### config.mk
export PLATFORM = sky130hd
export DESIGN_NAME = grey_rate_meter
export DESIGN_NICKNAME = d
export VERILOG_FILES = /design/src/rtl/grey_rate_meter.sv
export SDC_FILE = /design/constraint.sdc
export NUM_CORES = 1
export LEC_CHECK = 0
export CAP_MARGIN = 20
export CELL_PAD_IN_SITES_DETAIL_PLACEMENT = 0
export CELL_PAD_IN_SITES_GLOBAL_PLACEMENT = 1
export CORE_AREA = 10 10 126 128
export DETAILED_ROUTE_END_ITERATION = 6
export DIE_AREA = 0 0 136 138
export GPL_ROUTABILITY_DRIVEN = 0
export GPL_TIMING_DRIVEN = 0
export PLACE_DENSITY_LB_ADDON = 0.1
export SLEW_MARGIN = 40
export SYNTH_ARGS = -nofsm -noshare
export SYNTH_HDL_FRONTEND = slang
export SYNTH_SLANG_ARGS = --single-unit
### constraint.sdc
create_clock -name clk -period 4.8 [get_ports clk]
set_input_delay 1.2 -clock clk [delete_from_list [all_inputs] [get_ports clk]]
set_output_delay 1.2 -clock clk [all_outputs]
set_load 0.005 [all_outputs]
### src/rtl/grey_rate_meter.sv
// Gate-time rate meter for the seven grey-coded clock-scaling counters.
// One channel is measured at a time: start sample, wait GATE cycles, end sample, report the delta.
module grey_rate_meter #(
  parameter int GATE        = 4,
  parameter int SYNC_STAGES = 2
) (
  input  logic        clk,
  input  logic        rst,
  input  logic [41:0] ch_grey,
  input  logic [6:0]  ch_en,
  input  logic        start,
  input  logic        cont,
  input  logic        abort,
  output logic        res_valid,
  input  logic        res_ready,
  output logic [2:0]  res_ch,
  output logic [5:0]  res_delta,
  output logic        busy
);

  typedef enum logic [2:0] {
    S_IDLE, S_ARM, S_GATE, S_CAPTURE, S_PRESENT
  } state_t;

  state_t      r_state;
  state_t      w_nextState;
  logic [41:0] r_sync [SYNC_STAGES];
  logic [6:0]  r_enQ;
  logic [2:0]  r_curCh;
  logic [5:0]  r_s0;
  logic [5:0]  r_gateCnt;
  logic [5:0]  w_selGrey;
  logic [5:0]  w_selBin;
  logic [3:0]  w_nextAbove;
  logic [3:0]  w_firstEnQ;
  logic [3:0]  w_firstEn;

  // Returns {found, index} of the lowest set bit of mask strictly above cur (cur=-1 means any bit).
  function automatic logic [3:0] lowestAbove(input logic [6:0] mask, input int cur);
    logic [3:0] res;
    res = '0;
    for (int i = 6; i >= 0; i--) begin
      if (mask[i] && (i > cur)) res = {1'b1, 3'(i)};
    end
    return res;
  endfunction

  always_ff @(posedge clk or posedge rst) begin
    if (rst) begin
      for (int k = 0; k < SYNC_STAGES; k++) r_sync[k] <= '0;
    end else begin
      r_sync[0] <= ch_grey;
      for (int k = 1; k < SYNC_STAGES; k++) r_sync[k] <= r_sync[k-1];
    end
  end

  always_comb begin
    w_selGrey = '0;
    for (int i = 0; i < 7; i++) begin
      if (r_curCh == 3'(i)) w_selGrey = r_sync[SYNC_STAGES-1][6*i +: 6];
    end
    for (int i = 0; i < 6; i++) w_selBin[i] = ^(w_selGrey >> i);
  end

  assign w_nextAbove = lowestAbove(r_enQ, int'(r_curCh));
  assign w_firstEnQ  = lowestAbove(r_enQ, -1);
  assign w_firstEn   = lowestAbove(ch_en, -1);

  always_ff @(posedge clk or posedge rst) begin
    if (rst) r_state <= S_IDLE;
    else     r_state <= w_nextState;
  end

  always_comb begin
    w_nextState = r_state;
    case (r_state)
      S_IDLE:    if (start && (ch_en != '0)) w_nextState = S_ARM;
      S_ARM:     w_nextState = (GATE > 1) ? S_GATE : S_CAPTURE;
      S_GATE:    if (r_gateCnt == 6'(GATE - 2)) w_nextState = S_CAPTURE;
      S_CAPTURE: w_nextState = S_PRESENT;
      S_PRESENT: begin
        if (res_ready) begin
          if (w_nextAbove[3] || cont) w_nextState = S_ARM;
          else                        w_nextState = S_IDLE;
        end
      end
      default:   w_nextState = S_IDLE;
    endcase
    if (abort) w_nextState = S_IDLE;
  end

  always_comb begin
    busy      = (r_state != S_IDLE);
    res_valid = (r_state == S_PRESENT);
  end

  // Datapath follows the FSM; abort freezes it so a discarded result never advances the channel.
  always_ff @(posedge clk or posedge rst) begin
    if (rst) begin
      r_enQ     <= '0;
      r_curCh   <= '0;
      r_s0      <= '0;
      r_gateCnt <= '0;
      res_ch    <= '0;
      res_delta <= '0;
    end else if (!abort) begin
      case (r_state)
        S_IDLE: begin
          if (start && (ch_en != '0)) begin
            r_enQ   <= ch_en;
            r_curCh <= w_firstEn[2:0];
          end
        end
        S_ARM: begin
          r_s0      <= w_selBin;
          r_gateCnt <= '0;
        end
        S_GATE:    r_gateCnt <= r_gateCnt + 6'd1;
        S_CAPTURE: begin
          res_delta <= w_selBin - r_s0;
          res_ch    <= r_curCh;
        end
        S_PRESENT: begin
          if (res_ready) begin
            if (w_nextAbove[3]) r_curCh <= w_nextAbove[2:0];
            else if (cont)      r_curCh <= w_firstEnQ[2:0];
          end
        end
        default: ;
      endcase
    end
  end

endmodule

==> metrics.txt <==
outcome finished, final reports clean; wire length per cell 14.4 µm; metal2 WL 4.21 mm; fillers 1,243; total gr overflow 0; Seq cells post-synth 118; main flop type after synthesis dfrtp_1; Finished Cell Area 6130 µm²; postcts setup bufs 0; initial drt markers 191; # DRC 0; Sink Count 118; wire length on met3 575 µm; Detail Placement HPWL 6.59 mm; Period minus WS final 3320 ps; Cell Chain, Critical Path buf_6, inv_4, mux4_2, nor2_2, a31oi_4, xnor2_4, xor2_2, inv_1, ha_1, nor2b_1, o21ai_0, nand2b_1, a21o_1, a21oi_1, xnor2_1, o21ai_1; Top Ports 66; CP required 5090 ps; critical path class register to register; Post-CTS Resized 0; first-pass GRT wire length 15.0 mm; DR top layer met4; Post-Synthesis Cells 347; DR vias 2,798; Max Slew Vio Count 0; power per cell area 712 nW/µm²; Worst Max-Slew Pin Slew 709 ps; CP max stage cell mux4_2; Final setup viols 0; FMAX 0.301 GHz; fin crit share 69.3%; maximum fanout along the worst path 9; reg2reg setup slack 1480 ps; CTS root buf clkbuf_16; Inst Count DP 592; CP peak stage delay 530 ps; Max Clock Skew 6.18 ps; worst hold path class register to register; syn avg cell area 13.2 µm²; Initial Utilization 33.9%; RSZ-0062 raised after global routing false; Cell Area, Synth 4580 µm²; register area share after synthesis 64.5%; Initial DRT Pass Iterations 4; core area 13,500 µm²; area grow syn2layout 34.0%; Post-synth ARST share 100%; relative slew slack 52.6%; cell family with most CP delay compound AO/OA/AOI/OAI gates; Buf+Inv Stages, Crit Path 3; dpl cell area 5480 µm²; Register-to-Register Path Depth 16; Nets 494; Final Hold Vio Count 0; clock slew seen by the registers of the worst setup and hold paths 50 ps; hold path start r_sync[81]; hold depth 0; final core utilization 45.4%; Worst-Skew Late Latency 410 ps; pin count of the biggest net entering global routing 81; chip height 138 µm; H-tree levels 4; initial antenna violation count 0; VDD IR-drop max 366 µV; Clock Path Buffers 2; Synth Net Count 410; layout cells sized above 1 13.1%; Rows 43; Critical Path Source Type register; critical path endpoint category register; post-DR vias/cell 4.48; Non-Filler Instances 624; Post-CTS Hold Buffers 0; Hold Path End r_sync[39]; reg2reg start r_curCh[2]; die area 18,800 µm²; vias in the first global route 3,001; number of synthesized flops with an enable pin 0; wire length on met1 4.04 mm; Chip Width 136 µm; ANT nets after route 0; leakage power figure 0.00261 µW; CP Data Arrival Time 3610 ps; Max Cap Viol 0; Netlist cell types 55; DRT Wirelength 9.01 mm; worst reg2reg endpoint res_delta[5]; CTS tree built; TNS Setup 0 ps; total CTS buffers 17; GRT Total Usage 10.5%; Yosys Warn Count 0; port bufs 64; ant diodes 0
## stage by stage
| step | total power [µW] | hold slack (ps) | worst slack [ps] |
|---|---|---|---|
| after floorplan | 2580 | 331 | 471 |
| after global routing | 4700 | 351 | 1200 |
| after global placement | 3030 | 335 | -1110 |
| after CTS | 4450 | 344 | 1410 |
| after detailed placement | 3050 | 335 | 1420 |
| final | 4370 | 342 | 1480 |
## final cells by class
cell class | count | area [µm²] | area share, %
well taps | 180 | 225 | 3.67
flip-flops and latches | 118 | 2950 | 48.1
inverters | 12 | 55.1 | 0.898
clock buffers | 20 | 457 | 7.45
plain buffers | 11 | 68.8 | 1.12
clock inverters | 12 | 199 | 3.24
repair buffers | 65 | 668 | 10.9
multi-input cells | 206 | 1510 | 24.6
## metal layers
layer | up-vias | track usage (%)
li1 | 1364 | -
met1 | 1350 | 12.6
met2 | 70 | 15.7
met3 | 14 | 4.64
met4 | 0 | 4.71
met5 | - | 0
## sequential cells by signal, summed over array words and instances (netlist names)
name / flops
r_curCh: 3
r_state: 3
r_enQ: 7
r_sync: 84
r_s0: 6
res_delta: 6
res_ch: 3
r_gateCnt: 6
## cells in the final DEF (no fill, tap or decap), types with 5 or more instances in the layout
cell type | netlist | layout
a21oi_1 | 9 | 9
bufinv_16 | 0 | 5
clkbuf_16 | 0 | 17
clkdlybuf4s50_1 | 0 | 64
dfrtp_1 | 118 | 118
ha_1 | 7 | 7
inv_1 | 11 | 10
mux2_1 | 7 | 7
mux2i_1 | 7 | 7
mux4_2 | 5 | 5
nand2_1 | 31 | 31
nand2b_1 | 5 | 5
nor2_1 | 19 | 19
nor3_1 | 8 | 8
o21ai_0 | 16 | 16
o21ai_1 | 11 | 11
xnor2_1 | 8 | 8
xor2_1 | 11 | 11
## how the worst max path moves through the flow
stage               slack, ps       start            to  depth (start not counted)
floorplan                 470         rst    r_curCh[0]                          1
global placement        -1110         rst    r_sync[45]                          2
detailed placement       1420  r_curCh[2]  res_delta[5]                         16
CTS                      1410  r_curCh[2]  res_delta[5]                         16
global route             1200  r_curCh[1]  res_delta[5]                         16
finish                   1480  r_curCh[2]  res_delta[5]                         16
## kinds of logic (layout without fill, tap and decap cells)
kind of cell    after synthesis  after routing  synth area share [%]
mux                          23             23                  7.19
flops                       118            118                  64.5
simple gates                 93             93                  10.1
compound gates               60             60                  8.37
xor+xnor                     22             22                  4.95
fa+ha+maj                     8              8                  2.35
buf+inv                      23            120                  2.54
## power breakdown
group | internal (µW) | switching [µW]
Sequential | 1150 | 117
Combinational | 835 | 884
Clock | 946 | 431
Total | 2940 | 1430
## cell usage after synthesis, drive strengths merged, types with 4 or more instances
library cell	n	share of area (%)
a21oi	9	0.98
a31oi	4	0.87
buf	8	1.3
dfrtp	118	65
ha	7	1.9
inv	12	1.0
mux2	9	2.2
mux2i	9	2.5
mux4	5	2.5
nand2	31	2.5
nand2b	5	0.68
nand3	4	0.44
nor2	20	1.7
nor2b	4	0.55
nor3	8	0.87
o21ai	27	3.0
or3	4	0.55
xnor2	10	2.5
xor2	12	2.5
Power figures use the tool's default switching activity.
==> variant (config.mk and constraints unchanged) <==
`SYNC_STAGES`: 2 -> 4.
--- a/src/rtl/grey_rate_meter.sv
+++ b/src/rtl/grey_rate_meter.sv
@@ -3,5 +3,5 @@
 module grey_rate_meter #(
   parameter int GATE        = 4,
-  parameter int SYNC_STAGES = 2
+  parameter int SYNC_STAGES = 4
 ) (
   input  logic        clk,
Behaviour: not the same (a bounded check fails within 10 cycles, from zero or initial values and one cycle with rst high).
==> variant against the original RTL <==
- power grew 4.5%
- sequential cell count grew 84
- worst setup slack lost 0.25 ns
- combinational power shrank 38%
- via count grew 24%
- clock skew grew 0.0033 ns
- design area grew 37%
- sequential power grew 54%
- wire length grew 20%
- die area is the same
- area after synthesis grew 45%
- critical endpoint unchanged
- largest power group is now sequential cells
==> variant: results (changes against the original RTL) <==
Logic synthesis
The distinct cell type count after synthesis is 58 (+5.5%). The adder and majority cell fraction of the synthesized area came to 1.62% (-0.73 points). The mux cell area share after synthesis is 5.31% (-1.9 points).

The synthesized netlist net count is 491 (+20%). Sorting the synthesized cells by area gives the leading types as dfrtp_1 (76%), mux2_2 (2.2%), nand2_1 (1.5%). The xor and xnor fraction of the mapped netlist area is 2.30% (-2.6 points). The post-synthesis compound-gate area fraction was 6.18% (-2.2 points).

Final layout
The number of clock buffers in the layout is 28 (+40%). The non-clock buffer total of the final layout is 87 (+14%). The number of non-clock inverters in the layout is 18 (+6). The register share of the cell area was 60.0% (+12 points).

The total of fill cells in the finished design is 1,005 (-19%). The area taken by multi-input logic gates is 1440 sq um (-4.4%). The relative area of clock buffers and inverters in the final design is 7.98% (-2.7 points). The largest registers in the layout are r_sync x168, r_enQ x7.

CTS
The number of buffers added by the clock tree synthesis step was 20 (+3). The maximum buffer depth of the clock tree is 3 (+1). The clock latency on the worst-skew pair is 0.49 ns (+0.08 ns).

Route
The total detailed-routing wirelength is 10,800 microns (+20%). The via total after detailed routing is 3,478 (+24%). The met2 layer wire length in the routed design is 5390 microns (+28%).

Place
The detailed placer's ending HPWL was 7590 microns (+15%). The total cell area at the placement stage is 7750 sq um (+41%).

Global route
The met2 track utilization from global routing came to 19.7% (+4.0 points). The global-route wire length before repair is 18,600 microns (+24%). The global-route track usage on met3 is 2.68% (-2.0 points).

The pin count of the biggest net entering global routing is 30 (-63%). The number of global-route vias before repair came to 3,871 (+29%).

Worst setup path
The arrival time at the worst endpoint is 3.95 ns (+0.34 ns). The count of cells along the worst register-to-register path is 14 (-2).

Pwr
The cell leakage power is 3.73 nW (+43%).

Outcome
The flow ran to the end, and the final reports show no timing, DRC or antenna violations.
variant: logic make-up after synthesis:
| group | count (synthesis) |
|---|---|
| simple gates | 84 |
| buf+inv | 31 |
| compound gates | 61 |
| fa+ha+maj | 8 |
| mux | 28 |
| xor+xnor | 14 |
| flops | 202 |
variant: final timing paths:
kind	to	slack, ns	from
worst min-delay path	r_sync[13]	0.34	r_sync[55]
max in group asynchronous	r_sync[121]	2.57	rst
worst max-delay path	res_delta[5]	1.23	r_curCh[2]
worst min register to register	r_sync[13]	0.34	r_sync[55]
worst max register to register	res_delta[5]	1.23	r_curCh[2]
min in group asynchronous	r_sync[2]	1.07	rst
variant: where the power goes:
group / leakage, nW / internal (mW) / total (mW) / switching [mW]
logic: 1.01 / 0.531 / 1.07 / 0.538
clock network: 0.323 / 0.940 / 1.54 / 0.602
registers: 2.40 / 1.86 / 1.95 / 0.0885
